## config.mk

```make
export PLATFORM = sky130hd
export DESIGN_NAME = mvu_controller_flat
export DESIGN_NICKNAME = d
export VERILOG_FILES = /design/src/rtl/mvu_controller_if.sv /design/src/rtl/mvu_controller.sv /design/src/flat_wrapper.sv
export SDC_FILE = /design/constraint.sdc
export NUM_CORES = 1
export LEC_CHECK = 0
export ABC_AREA = 1
export ABC_CLOCK_PERIOD_IN_PS = 13700
export CAP_MARGIN = 15
export CORE_MARGIN = 3
export CORE_UTILIZATION = 50
export CTS_BUF_LIST = sky130_fd_sc_hd__clkbuf_8
export DETAILED_ROUTE_END_ITERATION = 12
export HOLD_SLACK_MARGIN = 0.15
export PLACE_DENSITY_LB_ADDON = 0.12
export SYNTH_ARGS = -nofsm -noshare
export SYNTH_HDL_FRONTEND = slang
export SYNTH_SLANG_ARGS = --single-unit
```

## constraint.sdc

```tcl
create_clock -name clk -period 13.7 [get_ports clk]
set_input_delay 2.74 -clock clk [delete_from_list [all_inputs] [get_ports clk]]
set_output_delay 2.74 -clock clk [all_outputs]
set_load 0.01 [all_outputs]
```

## src/rtl/mvu_controller_if.sv

```systemverilog
`default_nettype none
// ============================================================================
//  Module      : mvu_controller_if
//  Description : Control/address bus between mvu_controller and the mvu
//                datapath. The controller is the master. It drives the
//                accumulator, quantizer and memory request lines. The mvu
//                side returns the read and write grants.
//                Signals:
//                  mul_mode, acc_clr, acc_sh     multiplier / accumulator ctl
//                  max_en, max_clr, max_pool     max-pool ctl (unused, tied 0)
//                  quant_clr, quant_msbidx,
//                  quant_bdout, quant_start      quantizer ctl
//                  rdw_addr, rdd_en, rdd_addr    bit-plane read issue
//                  rdd_grnt                      issue accepted
//                  wrd_en, wrd_addr              quantized write-back
//                  wrd_grnt                      write accepted
//  Revision    : 1.0 - initial release
// ============================================================================
interface mvu_controller_if #(
    parameter int BWBANKA   = 9,
    parameter int BDBANKA   = 14,
    parameter int BACC      = 32,
    parameter int QMSBLOCBD = $clog2(BACC),
    parameter int QBDOUTBD  = $clog2(BACC)
);
    logic [1:0]           mul_mode;
    logic                 acc_clr;
    logic                 acc_sh;
    logic                 max_en;
    logic                 max_clr;
    logic                 max_pool;
    logic                 quant_clr;
    logic [QMSBLOCBD-1:0] quant_msbidx;
    logic [QBDOUTBD-1:0]  quant_bdout;
    logic                 quant_start;
    logic [BWBANKA-1:0]   rdw_addr;
    logic                 rdd_en;
    logic                 rdd_grnt;
    logic [BDBANKA-1:0]   rdd_addr;
    logic                 wrd_en;
    logic                 wrd_grnt;
    logic [BDBANKA-1:0]   wrd_addr;

    modport master (
        output mul_mode, acc_clr, acc_sh, max_en, max_clr, max_pool,
               quant_clr, quant_msbidx, quant_bdout, quant_start,
               rdw_addr, rdd_en, rdd_addr, wrd_en, wrd_addr,
        input  rdd_grnt, wrd_grnt
    );

    modport slave (
        input  mul_mode, acc_clr, acc_sh, max_en, max_clr, max_pool,
               quant_clr, quant_msbidx, quant_bdout, quant_start,
               rdw_addr, rdd_en, rdd_addr, wrd_en, wrd_addr,
        output rdd_grnt, wrd_grnt
    );
endinterface
`default_nettype wire

```

## src/rtl/mvu_controller.sv

```systemverilog
`default_nettype none
// ============================================================================
//  Module      : mvu_controller
//  Description : Bit-serial job sequencer for the mvu. For each output tile
//                it issues weight/data bit-plane address pairs from the most
//                significant product level down to the least significant one.
//                It waits out the mvu pipeline, fires the quantizer and
//                streams the quantized bit planes back to data memory.
//                Ports:
//                  clk, rst_n     clock, synchronous active-low reset
//                  start, cfg_*   job descriptor, latched on start in IDLE
//                  busy/done/err  job status (err is sticky until next start)
//                  mvu            master side of mvu_controller_if
//  Revision    : 1.0 - initial release
// ============================================================================
module mvu_controller #(
    parameter int BWBANKA   = 9,
    parameter int BDBANKA   = 14,
    parameter int BACC      = 32,
    parameter int QMSBLOCBD = $clog2(BACC),
    parameter int QBDOUTBD  = $clog2(BACC),
    parameter int PIPE_LAT  = 3,
    parameter int QLAT      = 2,
    parameter int PRECW     = 4
) (
    input  logic                 clk,
    input  logic                 rst_n,
    input  logic                 start,
    input  logic [1:0]           cfg_mul_mode,
    input  logic [PRECW-1:0]     cfg_wprec,
    input  logic [PRECW-1:0]     cfg_dprec,
    input  logic [7:0]           cfg_ntile,
    input  logic [BWBANKA-1:0]   cfg_wbase,
    input  logic [BDBANKA-1:0]   cfg_dbase,
    input  logic [BDBANKA-1:0]   cfg_obase,
    input  logic [QMSBLOCBD-1:0] cfg_qmsbidx,
    input  logic [QBDOUTBD-1:0]  cfg_qbdout,
    output logic                 busy,
    output logic                 done,
    output logic                 err,
    mvu_controller_if.master     mvu
);

    localparam logic [2:0] c_IDLE  = 3'd0;
    localparam logic [2:0] c_ISSUE = 3'd1;
    localparam logic [2:0] c_DRAIN = 3'd2;
    localparam logic [2:0] c_QUANT = 3'd3;
    localparam logic [2:0] c_WRITE = 3'd4;
    localparam logic [2:0] c_DONE  = 3'd5;

    // Precisions and significance counters carry one extra bit so that the
    // top significance W+D-2 (up to 28) fits without a separate width.
    localparam logic [PRECW:0] c_ONE = {{PRECW{1'b0}}, 1'b1};

    logic [2:0]           r_state;
    logic [1:0]           r_mul_mode;
    logic [PRECW:0]       r_wprec;
    logic [PRECW:0]       r_dprec;
    logic [7:0]           r_ntile;
    logic [BWBANKA-1:0]   r_wbase;
    logic [BDBANKA-1:0]   r_dbase;
    logic [BDBANKA-1:0]   r_obase;
    logic [QMSBLOCBD-1:0] r_qmsbidx;
    logic [QBDOUTBD-1:0]  r_qbdout;
    logic [7:0]           r_tile;
    logic [PRECW:0]       r_s;      // current significance level
    logic [PRECW:0]       r_i;      // current weight bit
    logic [7:0]           r_cnt;    // drain / quantizer latency counter
    logic [QBDOUTBD-1:0]  r_k;      // write-back word index
    logic                 r_err;

    logic [PRECW:0]       w_cfg_w;
    logic [PRECW:0]       w_cfg_d;
    logic [PRECW:0]       w_cfg_top;
    logic [PRECW:0]       w_wm1;
    logic [PRECW:0]       w_dm1;
    logic [PRECW:0]       w_top;
    logic [PRECW:0]       w_ihi;
    logic [PRECW:0]       w_ilo;
    logic [PRECW:0]       w_s_dn;
    logic [PRECW:0]       w_ihi_dn;
    logic                 w_issue;
    logic                 w_write;
    logic                 w_first;
    logic                 w_last_tile;

    // A precision of zero is treated as one bit.
    assign w_cfg_w   = (cfg_wprec == '0) ? c_ONE : {1'b0, cfg_wprec};
    assign w_cfg_d   = (cfg_dprec == '0) ? c_ONE : {1'b0, cfg_dprec};
    assign w_cfg_top = (w_cfg_w - c_ONE) + (w_cfg_d - c_ONE);

    assign w_wm1 = r_wprec - c_ONE;
    assign w_dm1 = r_dprec - c_ONE;
    assign w_top = w_wm1 + w_dm1;

    // Weight-bit range for level s: i in [max(0, s-D+1), min(s, W-1)].
    assign w_ihi    = (r_s < w_wm1) ? r_s : w_wm1;
    assign w_ilo    = (r_s > w_dm1) ? (r_s - w_dm1) : '0;
    assign w_s_dn   = r_s - c_ONE;
    assign w_ihi_dn = (w_s_dn < w_wm1) ? w_s_dn : w_wm1;

    assign w_issue     = (r_state == c_ISSUE);
    assign w_write     = (r_state == c_WRITE);
    assign w_first     = w_issue && (r_s == w_top) && (r_i == w_wm1);
    assign w_last_tile = (r_tile == (r_ntile - 8'd1));

    always_ff @(posedge clk) begin
        if (!rst_n) begin
            r_state    <= c_IDLE;
            r_mul_mode <= '0;
            r_wprec    <= '0;
            r_dprec    <= '0;
            r_ntile    <= '0;
            r_wbase    <= '0;
            r_dbase    <= '0;
            r_obase    <= '0;
            r_qmsbidx  <= '0;
            r_qbdout   <= '0;
            r_tile     <= '0;
            r_s        <= '0;
            r_i        <= '0;
            r_cnt      <= '0;
            r_k        <= '0;
            r_err      <= 1'b0;
        end else begin
            case (r_state)
                c_IDLE: begin
                    if (start) begin
                        r_mul_mode <= cfg_mul_mode;
                        r_wprec    <= w_cfg_w;
                        r_dprec    <= w_cfg_d;
                        r_ntile    <= cfg_ntile;
                        r_wbase    <= cfg_wbase;
                        r_dbase    <= cfg_dbase;
                        r_obase    <= cfg_obase;
                        r_qmsbidx  <= cfg_qmsbidx;
                        r_qbdout   <= cfg_qbdout;
                        r_err      <= 1'b0;
                        r_tile     <= '0;
                        r_s        <= w_cfg_top;
                        r_i        <= w_cfg_w - c_ONE;
                        r_state    <= (cfg_ntile == 8'd0) ? c_DONE : c_ISSUE;
                    end
                end

                c_ISSUE: begin
                    // Counters advance only on a granted issue, so a stalled
                    // issue keeps presenting the same address/control values.
                    if (mvu.rdd_grnt) begin
                        if (r_i == w_ilo) begin
                            if (r_s == '0) begin
                                r_cnt   <= '0;
                                r_state <= (PIPE_LAT <= 1) ? c_QUANT : c_DRAIN;
                            end else begin
                                r_s <= w_s_dn;
                                r_i <= w_ihi_dn;
                            end
                        end else begin
                            r_i <= r_i - c_ONE;
                        end
                    end
                end

                c_DRAIN: begin
                    // Covers the cycles between the last grant and quant_start.
                    if (r_cnt == 8'(PIPE_LAT - 2)) begin
                        r_cnt   <= '0;
                        r_state <= c_QUANT;
                    end else begin
                        r_cnt <= r_cnt + 8'd1;
                    end
                end

                c_QUANT: begin
                    if (r_cnt == 8'(QLAT - 1)) begin
                        r_k     <= '0;
                        r_state <= c_WRITE;
                    end else begin
                        r_cnt <= r_cnt + 8'd1;
                    end
                end

                c_WRITE: begin
                    // The quantizer output cannot be held back, so a refused
                    // write is only flagged.
                    if (!mvu.wrd_grnt) begin
                        r_err <= 1'b1;
                    end
                    if (r_k == r_qbdout) begin
                        if (w_last_tile) begin
                            r_state <= c_DONE;
                        end else begin
                            r_tile  <= r_tile + 8'd1;
                            r_s     <= w_top;
                            r_i     <= w_wm1;
                            r_state <= c_ISSUE;
                        end
                    end else begin
                        r_k <= r_k + 1'b1;
                    end
                end

                c_DONE: begin
                    r_state <= c_IDLE;
                end

                default: begin
                    r_state <= c_IDLE;
                end
            endcase
        end
    end

    assign busy = (r_state != c_IDLE) && (r_state != c_DONE);
    assign done = (r_state == c_DONE);
    assign err  = r_err;

    assign mvu.mul_mode     = r_mul_mode;
    assign mvu.acc_clr      = w_first;
    assign mvu.quant_clr    = w_first;
    // Shift on entering each lower level: first issue of a level except the top one.
    assign mvu.acc_sh       = w_issue && (r_s != w_top) && (r_i == w_ihi);
    assign mvu.max_en       = 1'b0;
    assign mvu.max_clr      = 1'b0;
    assign mvu.max_pool     = 1'b0;
    assign mvu.quant_msbidx = r_qmsbidx;
    assign mvu.quant_bdout  = r_qbdout;
    assign mvu.quant_start  = (r_state == c_QUANT) && (r_cnt == 8'd0);

    assign mvu.rdd_en   = w_issue;
    assign mvu.rdw_addr = w_issue
                        ? (r_wbase + BWBANKA'(r_tile) * BWBANKA'(r_wprec) + BWBANKA'(r_i))
                        : '0;
    assign mvu.rdd_addr = w_issue ? (r_dbase + BDBANKA'(r_s - r_i)) : '0;

    assign mvu.wrd_en   = w_write;
    assign mvu.wrd_addr = w_write
                        ? (r_obase
                           + BDBANKA'(r_tile) * (BDBANKA'(r_qbdout) + BDBANKA'(1))
                           + BDBANKA'(r_k))
                        : '0;

endmodule
`default_nettype wire

```

## src/flat_wrapper.sv

```systemverilog
// flat-port wrapper written by rule: the top's interface ports become plain ports
module mvu_controller_flat 
#(
    parameter int BWBANKA   = 9,
    parameter int BDBANKA   = 14,
    parameter int BACC      = 32,
    parameter int QMSBLOCBD = $clog2(BACC),
    parameter int QBDOUTBD  = $clog2(BACC),
    parameter int PIPE_LAT  = 3,
    parameter int QLAT      = 2,
    parameter int PRECW     = 4
)
  (clk, rst_n, start, cfg_mul_mode, cfg_wprec, cfg_dprec, cfg_ntile, cfg_wbase, cfg_dbase, cfg_obase, cfg_qmsbidx, cfg_qbdout, busy, done, err, mvu_mul_mode, mvu_acc_clr, mvu_acc_sh, mvu_max_en, mvu_max_clr, mvu_max_pool, mvu_quant_clr, mvu_quant_msbidx, mvu_quant_bdout, mvu_quant_start, mvu_rdw_addr, mvu_rdd_en, mvu_rdd_addr, mvu_wrd_en, mvu_wrd_addr, mvu_rdd_grnt, mvu_wrd_grnt);
  mvu_controller_if #(.BWBANKA(BWBANKA), .BDBANKA(BDBANKA), .BACC(BACC), .QMSBLOCBD(QMSBLOCBD), .QBDOUTBD(QBDOUTBD)) mvu_i ();
  input  logic clk;
  input  logic rst_n;
  input  logic start;
  input  logic [1:0] cfg_mul_mode;
  input  logic [PRECW-1:0] cfg_wprec;
  input  logic [PRECW-1:0] cfg_dprec;
  input  logic [7:0] cfg_ntile;
  input  logic [BWBANKA-1:0] cfg_wbase;
  input  logic [BDBANKA-1:0] cfg_dbase;
  input  logic [BDBANKA-1:0] cfg_obase;
  input  logic [QMSBLOCBD-1:0] cfg_qmsbidx;
  input  logic [QBDOUTBD-1:0] cfg_qbdout;
  output logic busy;
  output logic done;
  output logic err;
  output wire logic [$bits(mvu_i.mul_mode)-1:0] mvu_mul_mode;
  output wire logic [$bits(mvu_i.acc_clr)-1:0] mvu_acc_clr;
  output wire logic [$bits(mvu_i.acc_sh)-1:0] mvu_acc_sh;
  output wire logic [$bits(mvu_i.max_en)-1:0] mvu_max_en;
  output wire logic [$bits(mvu_i.max_clr)-1:0] mvu_max_clr;
  output wire logic [$bits(mvu_i.max_pool)-1:0] mvu_max_pool;
  output wire logic [$bits(mvu_i.quant_clr)-1:0] mvu_quant_clr;
  output wire logic [$bits(mvu_i.quant_msbidx)-1:0] mvu_quant_msbidx;
  output wire logic [$bits(mvu_i.quant_bdout)-1:0] mvu_quant_bdout;
  output wire logic [$bits(mvu_i.quant_start)-1:0] mvu_quant_start;
  output wire logic [$bits(mvu_i.rdw_addr)-1:0] mvu_rdw_addr;
  output wire logic [$bits(mvu_i.rdd_en)-1:0] mvu_rdd_en;
  output wire logic [$bits(mvu_i.rdd_addr)-1:0] mvu_rdd_addr;
  output wire logic [$bits(mvu_i.wrd_en)-1:0] mvu_wrd_en;
  output wire logic [$bits(mvu_i.wrd_addr)-1:0] mvu_wrd_addr;
  input wire logic [$bits(mvu_i.rdd_grnt)-1:0] mvu_rdd_grnt;
  input wire logic [$bits(mvu_i.wrd_grnt)-1:0] mvu_wrd_grnt;
  assign mvu_mul_mode = mvu_i.mul_mode;
  assign mvu_acc_clr = mvu_i.acc_clr;
  assign mvu_acc_sh = mvu_i.acc_sh;
  assign mvu_max_en = mvu_i.max_en;
  assign mvu_max_clr = mvu_i.max_clr;
  assign mvu_max_pool = mvu_i.max_pool;
  assign mvu_quant_clr = mvu_i.quant_clr;
  assign mvu_quant_msbidx = mvu_i.quant_msbidx;
  assign mvu_quant_bdout = mvu_i.quant_bdout;
  assign mvu_quant_start = mvu_i.quant_start;
  assign mvu_rdw_addr = mvu_i.rdw_addr;
  assign mvu_rdd_en = mvu_i.rdd_en;
  assign mvu_rdd_addr = mvu_i.rdd_addr;
  assign mvu_wrd_en = mvu_i.wrd_en;
  assign mvu_wrd_addr = mvu_i.wrd_addr;
  assign mvu_i.rdd_grnt = mvu_rdd_grnt;
  assign mvu_i.wrd_grnt = mvu_wrd_grnt;
  mvu_controller #(.BWBANKA(BWBANKA), .BDBANKA(BDBANKA), .BACC(BACC), .QMSBLOCBD(QMSBLOCBD), .QBDOUTBD(QBDOUTBD), .PIPE_LAT(PIPE_LAT), .QLAT(QLAT), .PRECW(PRECW)) u_core (.clk(clk), .rst_n(rst_n), .start(start), .cfg_mul_mode(cfg_mul_mode), .cfg_wprec(cfg_wprec), .cfg_dprec(cfg_dprec), .cfg_ntile(cfg_ntile), .cfg_wbase(cfg_wbase), .cfg_dbase(cfg_dbase), .cfg_obase(cfg_obase), .cfg_qmsbidx(cfg_qmsbidx), .cfg_qbdout(cfg_qbdout), .busy(busy), .done(done), .err(err), .mvu(mvu_i));
endmodule
```

# Word-level counts from Yosys, hierarchy flattened
# Index checks and enable logic that the tools add are counted.
[classes]
n_reduce_logical = 25
order_cmp = 3
muxes = 48
eq_ne = 27
addsub = 20
n_mul = 2
[op_table]
columns = ["cell", "n"]
rows = [
  ["5-bit 2-to-1 mux", 17],
  ["8-bit 2-to-1 mux", 8],
  ["5-bit one-hot mux with 3 select lines", 2],
  ["5-bit by 1-bit subtractor with 5-bit output, second input constant", 6],
  ["14-bit adder", 2],
  ["14-bit 2-to-1 mux", 2],
  ["3-bit 2-to-1 mux", 9],
  ["5-bit equality test", 5],
  ["8-bit one-hot mux with 3 select lines", 1],
  ["2-bit != test, second input constant", 10],
  ["8-bit by 1-bit adder with 8-bit output, second input constant", 2],
  ["8-bit zero test", 2],
  ["8-bit one-hot mux with 2 select lines", 1],
  ["3-bit one-hot mux with 5 select lines", 1],
  ["14-bit by 5-bit adder with 14-bit output", 1],
  ["8-bit by 14-bit multiplier with 14-bit output", 1],
  ["7-bit AND reduction", 2],
  ["5-bit adder", 2],
  ["5-bit < comparator", 2],
  ["5-bit one-hot mux with 2 select lines", 1],
  ["9-bit by 5-bit adder with 9-bit output", 1],
  ["9-bit adder", 1],
  ["8-bit by 5-bit multiplier with 9-bit output", 1],
  ["9-bit 2-to-1 mux", 1],
  ["28 further kinds", 44],
]
[word_totals]
out_inout_bits = 61
register_bits = 102
inputBits = 70
word_cells = 141

# Depth between registers and ports, before layout
# Gate-level depths: netlist of run 1.
[logic_depth]
ltp_word = 7
ltp_mapped = 24

# Least setup slack after synthesis of run 1
# OpenSTA, ideal clock, no wires.
[synth_path]
path_type = "flip-flop to output port"
from = "register u_core.r_qbdout[0], in the netlist u_core.mvu.quant_bdout[0]"
to = "output port mvu_wrd_addr[10]"
setup_slack_ps = 6233
t_required_ps = 10960
arrival_time_ps = 4727
path_stages_with_launch = 25
cell_sequence = "dfxtp_1 -> buf_2 -> inv_1 -> o31ai_1 -> nand2_1 -> inv_1 -> nand2_1 -> fa_1 -> fa_1 -> inv_1 -> fa_1 -> inv_1 -> fa_1 -> inv_1 -> ha_1 -> inv_1 -> o21ai_0 -> nand3_1 -> o211ai_1 -> a21o_1 -> nand2_1 -> nand2_1 -> a21oi_1 -> xor2_1 -> nor2_1"
[synth_between]
elab_chain_cells = 5
[synth_lines]
columns = ["item", "line", "source"]
rows = [
  ["start: declaration", "mvu_controller.sv:64", "logic [QBDOUTBD-1:0] r_qbdout;"],
  ["start signal: assignment", "mvu_controller.sv:137", "r_qbdout <= cfg_qbdout;"],
  ["5-bit by 1-bit adder with 6-bit output", "mvu_controller.sv:239", "+ BDBANKA'(r_tile) * (BDBANKA'(r_qbdout) + BDBANKA'(1))"],
  ["8-bit by 14-bit multiplier with 14-bit output", "mvu_controller.sv:239", ""],
  ["14-bit adder", "mvu_controller.sv:239", ""],
  ["14-bit by 5-bit adder with 14-bit output", "mvu_controller.sv:240", "+ BDBANKA'(r_k))"],
  ["14-bit 2-to-1 mux", "mvu_controller.sv:238", "? (r_obase"],
  ["end: declaration", "flat_wrapper.sv:44", "output wire logic [$bits(mvu_i.wrd_addr)-1:0] mvu_wrd_addr;"],
]
# Every way passes these cells.

# Final worst setup path of run 1
# Same ends and word-level chain as after synthesis.

==> key figures, run 1 <==
Clock tree
  • Post-CTS setup buffers: 0
  • Clock sinks: 100
  • Worst skew pair latency: 410 ps
  • Number of H-tree levels: 3
  • TritonCTS clock tree: built
  • Max clock buf depth: 2
  • Post-cts repair resize count: 0
  • Clock transition at path regs: approximately 110 ps
  • Hold_buf cts: 0
  • CTS buffer count: 9
  • Clk root buf: clkbuf_8

Synth
  • Cells after Synth: between 1000 and 1500
  • Top_reg_cell synth: dfxtp_1
  • Asr flop ratio synth: 0
  • Number of synthesized flops with an enable pin: 0
  • Commonest cells post-synth: nand2_1 (301), inv_1 (268), a21oi_1 (146), nor2_1 (127), ha_1 (110)
  • Post-synth top area share: 0.195
  • Yosys top cell by area: dfxtp_1
  • Yosys warns: 0
  • Mean Syn Cell Area: roughly 7 sq um
  • Most common cell in the netlist: nand2_1
  • Area contributors post-synth: dfxtp_1 (19%), ha_1 (13%), fa_1 (13%)
  • Mapped Area: ~0.010 sq mm
  • Count of cell types in the netlist: 50
  • Post-synthesis register bit count: 100
  • Sequential cell area fraction in the yosys report: 0.195

Global route
  • GRT Total Usage: 0.246
  • Total global routing overflow: 0
  • Vias in the first global route: 8906
  • Largest net degree at the start of global routing: 94
  • Global-route wire length before repair: 44.1 mm
  • Antenna violations before repair: 0

Pwr
  • Worst IR Drop VDD: roughly 0.00013 V
  • Leakage: 5.71 nW
  • Cell Pwr Density: between 150 and 200 mW/mm^2

Final layout
  • Multi-input logic area: between 0.007 and 0.008 sq mm
  • Fillers: roughly 1900
  • Register area: about 0.002 sq mm
  • Final Non-Filler Cells: 1841
  • Fin area: ~0.012 sq mm
  • Finished Core Util: 0.601
  • Antenna diodes: 0
  • Final #Nets: around 1800
  • Area growth syn-to-layout: 16.1%
  • Layout cells sized above 1: 0.0362

Drt
  • Vias: around 9400
  • Vias per cell: roughly 5.1
  • Total Wirelength: between 20 and 30 mm
  • Antenna-violating nets left: 0
  • Wire per inst: around 15 microns
  • First-pass DRT Iterations: 8
  • DRC errors left: 0
  • Number of DRC markers in iteration 0: roughly 560

STA
  • Worst slew pin tran: between 900 and 1000 ps
  • Setup TNS Final: 0 ps
  • Crit share post-route: 0.642
  • Final Hold Vio Count: 0
  • # setup viols final: 0
  • Setup Skew: about 21 ps
  • Slew margin rel.: 0.366
  • Period minus WS final: roughly 8800 ps
  • Final Max Slew Viols: 0
  • Fmax: 0.114 GHz
  • RSZ-0062 raised after global routing: false

Die
  • Die area: approximately 0.022 sq mm
  • Die Y: around 150 microns
  • # IOs: approximately 130
  • Initial Utilization: 0.518
  • Die Wd: between 100 and 150 microns
  • Core area: 0.0198 sq mm
  • Cell Rows: 51

Run status
  • Status: finished clean

Worst setup path
  • Setup crit end kind: output pin
  • Crit Path Class: reg2out
  • Maximum fanout along the worst path: 10
  • Critical path arrival: between 6000 and 7000 ps
  • Setup crit start kind: flip-flop
  • CP required: around 11000 ps

Place
  • DPL Wire Length: 21.1 mm
  • RD Place Congestion: between 0.8 and 0.9
  • Cell count after placement: 1825
  • Dpl cell area: between 0.01 and 0.015 sq mm
  • I/O Buffers: approximately 130

Worst hold path
  • Hold Path Class: reg2reg

Flow run
  • Max-cap violations: 0
## metal layers
layer | track usage | wire length (microns)
met1 | 0.318 | 12100
met2 | 0.431 | 13300
met3 | 0.0368 | 1130
met4 | 0.0604 | 482
met5 | 0 | 0
## registers in the layout (all words and copies together), names as in the netlist, 3 cells and up
name	flops
u_core.r_tile	8
u_core.r_s	5
u_core.r_wbase	9
u_core.r_wprec	4
u_core.r_k	5
u_core.r_ntile	8
u_core.r_i	5
u_core.mvu.quant_msbidx	5
u_core.r_cnt	8
u_core.mvu.quant_bdout	5
u_core.r_state	3
u_core.r_obase	14
u_core.r_dbase	14
u_core.r_dprec	4
## cell families after synthesis
logic type               Yosys count  synth area share
AO/OA/AOI/OAI                    259             0.136
flip-flops                       100             0.195
AND/OR/NAND/NOR                  549             0.230
adder cells (fa/ha/maj)          175             0.261
buffers and inverters            328             0.124
XOR/XNOR                          63            0.0550
other                              1          0.000365
## stage by stage
| step | total power, W | hold slack (ps) | setup slack, ps |
|---|---|---|---|
| floorplan | 0.00150 | 449 | 6230 |
| global placement | 0.00186 | 451 | 5480 |
| detailed placement | 0.00188 | 457 | 5380 |
| CTS | 0.00212 | 475 | 4920 |
| global route | 0.00233 | 494 | 4530 |
| finish | 0.00211 | 472 | 4910 |
## cell usage in the layout, fill, tap and decap left out, types with 3 or more instances in the layout
cell | Yosys | final
a21o_1 | 5 | 5
inv_2 | 8 | 8
a21oi_1 | 146 | 146
clkdlybuf4s50_1 | 0 | 127
a221oi_1 | 4 | 4
o21ai_0 | 70 | 70
clkbuf_8 | 0 | 9
dfxtp_1 | 100 | 100
nor4_1 | 6 | 6
buf_4 | 4 | 6
nand3b_1 | 5 | 5
o2111ai_1 | 3 | 3
nand4_1 | 19 | 19
inv_1 | 268 | 268
nor2_1 | 127 | 127
ha_1 | 110 | 110
nor3_1 | 12 | 12
xor2_1 | 44 | 44
o211ai_1 | 3 | 3
nand2_1 | 301 | 300
conb_1 | 1 | 3
nor2_4 | 5 | 5
a31oi_1 | 4 | 4
a211oi_1 | 3 | 3
or2_2 | 4 | 4
nand2_2 | 4 | 5
o22ai_1 | 6 | 6
nand3_1 | 56 | 56
o21ai_1 | 5 | 5
xnor2_1 | 18 | 18
fa_1 | 65 | 65
## report_power, final
| part | internal [W] | leakage, nW | switching (W) |
|---|---|---|---|
| clock | 0.0000916 | 0.114 | 0.000132 |
| combinational | 0.000553 | 4.78 | 0.000902 |
| sequential | 0.000354 | 0.820 | 0.0000778 |
## cell type report
class / instances / area share
multi-input combinational: 1049 / 0.588
sequential: 100 / 0.168
timing repair buffer: 133 / 0.110
inverter: 278 / 0.0874
tap: 265 / 0.0278
clock buffer: 9 / 0.0104
clock inverter: 7 / 0.00860
## critical path: stages, from the launching register on
cell and delay, ps:
dfxtp_1 570, inv_1 180, o31ai_1 270, nand2_1 190, inv_1 140, nand2_1 80
fa_1 500, fa_1 550, inv_1 50, fa_1 520, inv_1 50, fa_1 520
inv_1 40, ha_1 350, inv_1 70, o21ai_0 230, nand3_1 100, o211ai_1 120
a21o_1 130, nand2_1 80, nand2_1 70, a21oi_1 70, xor2_1 140, nor2_1 90
clkdlybuf4s50_1 560
## path summary, 6_finish.rpt
| check | startpoint | to | slack [ps] | cells after the start |
|---|---|---|---|---|
| worst max register to register | u_core.r_wprec[0]$_SDFFE_PN0P_ | u_core.r_s[4]$_SDFFE_PN0P_ | 10010 | 14 |
| worst max-delay path | u_core.mvu.quant_bdout[0]$_SDFFE_PN0P_ | mvu_wrd_addr[10] | 4910 | 24 |
| worst min register to register | u_core.mvu.mul_mode[0]$_SDFFE_PN0P_ | u_core.mvu.mul_mode[0]$_SDFFE_PN0P_ | 470 | 2 |
| worst min-delay path | u_core.mvu.mul_mode[0]$_SDFFE_PN0P_ | u_core.mvu.mul_mode[0]$_SDFFE_PN0P_ | 470 | 2 |
No activity file was read; power rests on OpenSTA's default activity.
==> run 2, diff against run 1 <==
--- a/config.mk
+++ b/config.mk
@@ -6,7 +6,7 @@
 export NUM_CORES = 1
 export LEC_CHECK = 0
 export ABC_AREA = 1
-export ABC_CLOCK_PERIOD_IN_PS = 13700
+export ABC_CLOCK_PERIOD_IN_PS = 7200
 export CAP_MARGIN = 15
 export CORE_MARGIN = 3
 export CORE_UTILIZATION = 50
==> constraint.sdc (replaced) <==
create_clock -name clk -period 7.2 [get_ports clk]
set_input_delay 1.44 -clock clk [delete_from_list [all_inputs] [get_ports clk]]
set_output_delay 1.44 -clock clk [all_outputs]
set_load 0.01 [all_outputs]
==> run 2 against run 1 <==
- routed wire length is 1.3% higher
- global-route usage grew 0.22 points
- count of clock-buffer cells in the layout is the same
- clock power rose by 81%
- sequential power up 88%
- power rose by 91%
- first-iteration DRC count is 3.8% lower
- critical path depth fell by 1
- via count rose by 1.3%
- critical endpoint is now mvu_wrd_addr[8]
- register-to-register slack got worse by 6300 ps
==> key figures, run 2 (synthesis results as in run 1) <==
Drt
  • DRC errors left: 0 (unchanged)
  • Antenna-violating nets left: 0 (unchanged)
  • First-pass DRT Iterations: 5 (-3)
  • Vias per cell: 5.17 (+0.87%)
  • Wire per inst: 14.8 microns (+0.89%)
  • Total Wirelength: 27.4 mm (+1.3%)
  • Vias: 9549 (+1.3%)
  • Number of DRC markers in iteration 0: 536 (-3.8%)

Final layout
  • Most frequent cells in the layout: nand2_1 (299), inv_1 (269), a21oi_1 (145)
  • Fin area: 0.0120 sq mm (+0.60%)
  • Final #Nets: 1823 (+0.39%)
  • Antenna diodes: 0 (unchanged)
  • Layout cells sized above 1: 0.0455 (+0.00932)
  • Largest registers: u_core.r_dbase: 14 flops, u_core.r_obase: 14 flops, u_core.r_wbase: 9 flops
  • Area growth syn-to-layout: 16.8%
  • Most common cell after layout, fill and taps aside: nand2_1

Clock tree
  • Worst skew pair latency: 400 ps (about the same)
  • Clock sinks: 100 (unchanged)
  • CTS buffer count: 9 (unchanged)
  • Hold_buf cts: 0 (unchanged)
  • Clk root buf: clkbuf_8
  • Number of H-tree levels: 3 (unchanged)
  • Clock transition at path regs: 120 ps (about the same)
  • TritonCTS clock tree: built
  • Max clock buf depth: 2 (unchanged)

Pwr
  • Total Power: 0.00403 W (+91%)
  • Logic pwr share: 0.698 (+0.009)
  • Reg power frac: 0.201 (-0.003)
  • P_sw: 0.00213 W (+91%)
  • Leakage: 5.81 nW (+1.8%)
  • Worst IR Drop VDD: 0.000271 V (+100%)
  • Net Sw Frac: 0.527 (about the same)
  • Clock power frac: 0.101 (-0.005)
  • Int Pwr: 0.00191 W (+91%)
  • Cell Pwr Density: 336 mW/mm^2 (+90%)

Die
  • Cell Rows: 51 (unchanged)
  • # IOs: 131 (unchanged)
  • Initial Utilization: 0.518 (unchanged)
  • Die Y: 149 microns (unchanged)
  • Die Wd: 149 microns (unchanged)
  • Core area: 0.0198 sq mm (unchanged)
  • Die area: 0.0223 sq mm (unchanged)

STA
  • Slew margin rel.: 0.378 (+0.0115)
  • Setup TNS Final: 0 ps (unchanged)
  • Worst slew pin tran: 933 ps (-17.2 ps)
  • Final Hold Vio Count: 0 (unchanged)
  • Final Max Slew Viols: 0 (unchanged)
  • Period minus WS final: a little under 7000 ps
  • Crit share post-route: 0.944
  • Worst Hold Margin: 472 ps (+0.659 ps)
  • RSZ-0062 raised after global routing: false
  • # setup viols final: 0 (unchanged)
  • Fmax: approximately 0.15 GHz
  • Setup Skew: 14.5 ps (-6.58 ps)

Place
  • DPL Wire Length: 21.3 mm (+1.2%)
  • RD Place Congestion: 0.896 (about the same)
  • I/O Buffers: 127 (unchanged)
  • Dpl cell area: 0.0118 sq mm (+0.38%)

Worst setup path
  • Critical path arrival: 5360 ps (-690 ps)
  • Setup crit start kind: flip-flop
  • CP required: 5760 ps (-5200 ps)
  • Maximum fanout along the worst path: 6 (-4)
  • Setup crit end kind: output pin
  • Crit Path Class: reg2out

Global route
  • Antenna violations before repair: 0 (unchanged)
  • Global-route wire length before repair: 44.9 mm (+1.8%)
  • Total global routing overflow: 0 (unchanged)
  • Vias in the first global route: 9172 (+3.0%)
  • GRT Total Usage: 0.248 (+0.00215)
  • Largest net degree at the start of global routing: 94 (unchanged)

Worst hold path
  • Hold Path Class: reg2reg

Run status
  • Status: finished clean

Flow run
  • Max-cap violations: 0 (unchanged)
-- run 2: cell count changes in the layout (fill, tap and decap cells not counted), moves of 2 or more --
cell	delta
buf_4	+7
clkdlybuf4s50_1	-4
dlymetal6s2s_1	+4
dfxtp_1	-3
dfxtp_2	+3
ha_1	-2
ha_2	+2
o21ai_0	-2
-- run 2: final timing paths --
check             cells after the start                                    start                                      end  slack, ps
setup / recovery                     23   u_core.mvu.quant_bdout[1]$_SDFFE_PN0P_                          mvu_wrd_addr[8]        400
hold / removal                        2  u_core.mvu.quant_msbidx[0]$_SDFFE_PN0P_  u_core.mvu.quant_msbidx[0]$_SDFFE_PN0P_        470
setup reg to reg                     15           u_core.r_wprec[0]$_SDFFE_PN0P_               u_core.r_s[4]$_SDFFE_PN0P_       3720
hold reg to reg                       2  u_core.mvu.quant_msbidx[0]$_SDFFE_PN0P_  u_core.mvu.quant_msbidx[0]$_SDFFE_PN0P_        470
-- run 2: critical path: stages, from the launching register on --
cell,delay (ps)
dfxtp_2,390
ha_2,210
nand3_1,80
nand2_1,80
nand2_2,110
inv_1,110
nand2_1,80
fa_1,510
fa_1,550
inv_1,60
fa_1,530
inv_1,60
fa_1,530
inv_1,40
ha_1,340
inv_1,120
o21ai_2,80
nand3_1,70
o211ai_1,100
a21o_1,180
nand2_1,80
nand2_1,50
nor2_1,80
clkdlybuf4s50_1,530
-- run 2: through the flow --
stage,utilization,std cells,worst slack [ps]
2_1_floorplan,-,1477,1030
3_3_place_gp,0.592,1831,423
3_5_place_dp,0.592,1831,300
4_1_cts,0.603,1848,43.6
5_1_grt,0.605,1848,48.3
6_report,0.605,1848,404
-- run 2: cell type report --
cell class / count / area [sq um]
Fill cell: 1951 / 7840
Multi-Input combinational cell: 1049 / 7040
Sequential cell: 100 / 2010
Timing Repair Buffer: 140 / 1380
Inverter: 278 / 1040
Tap cell: 265 / 332
Clock buffer: 9 / 124
Clock inverter: 7 / 86.3
-- run 2: layer usage --
layer	global-route usage	wire length (microns)	up-vias	part of all wire
met1	0.317	12000	4435	0.44
met4	0.0622	538	0	0.020
met3	0.0331	1210	33	0.044
met2	0.442	13600	211	0.50
li1	-	-	4870	-
met5	0	0	-	0
-- run 2: what timing repair did --
action	CTS	global route
endpoints found under the setup margin	1	5
pin swaps	1	0
setup buffers	1	0
resized for setup	4	11
-- run 2: power by group through the flow --
stage	clock network [W]	registers [W]	logic, W
final	0.000406	0.000810	0.00281
after global placement	0	0.000816	0.00273
after detailed placement	0	0.000818	0.00279
after CTS	0.000420	0.000807	0.00280
after global routing	0.000439	0.000826	0.00318
after floorplan	0	0.000773	0.00208
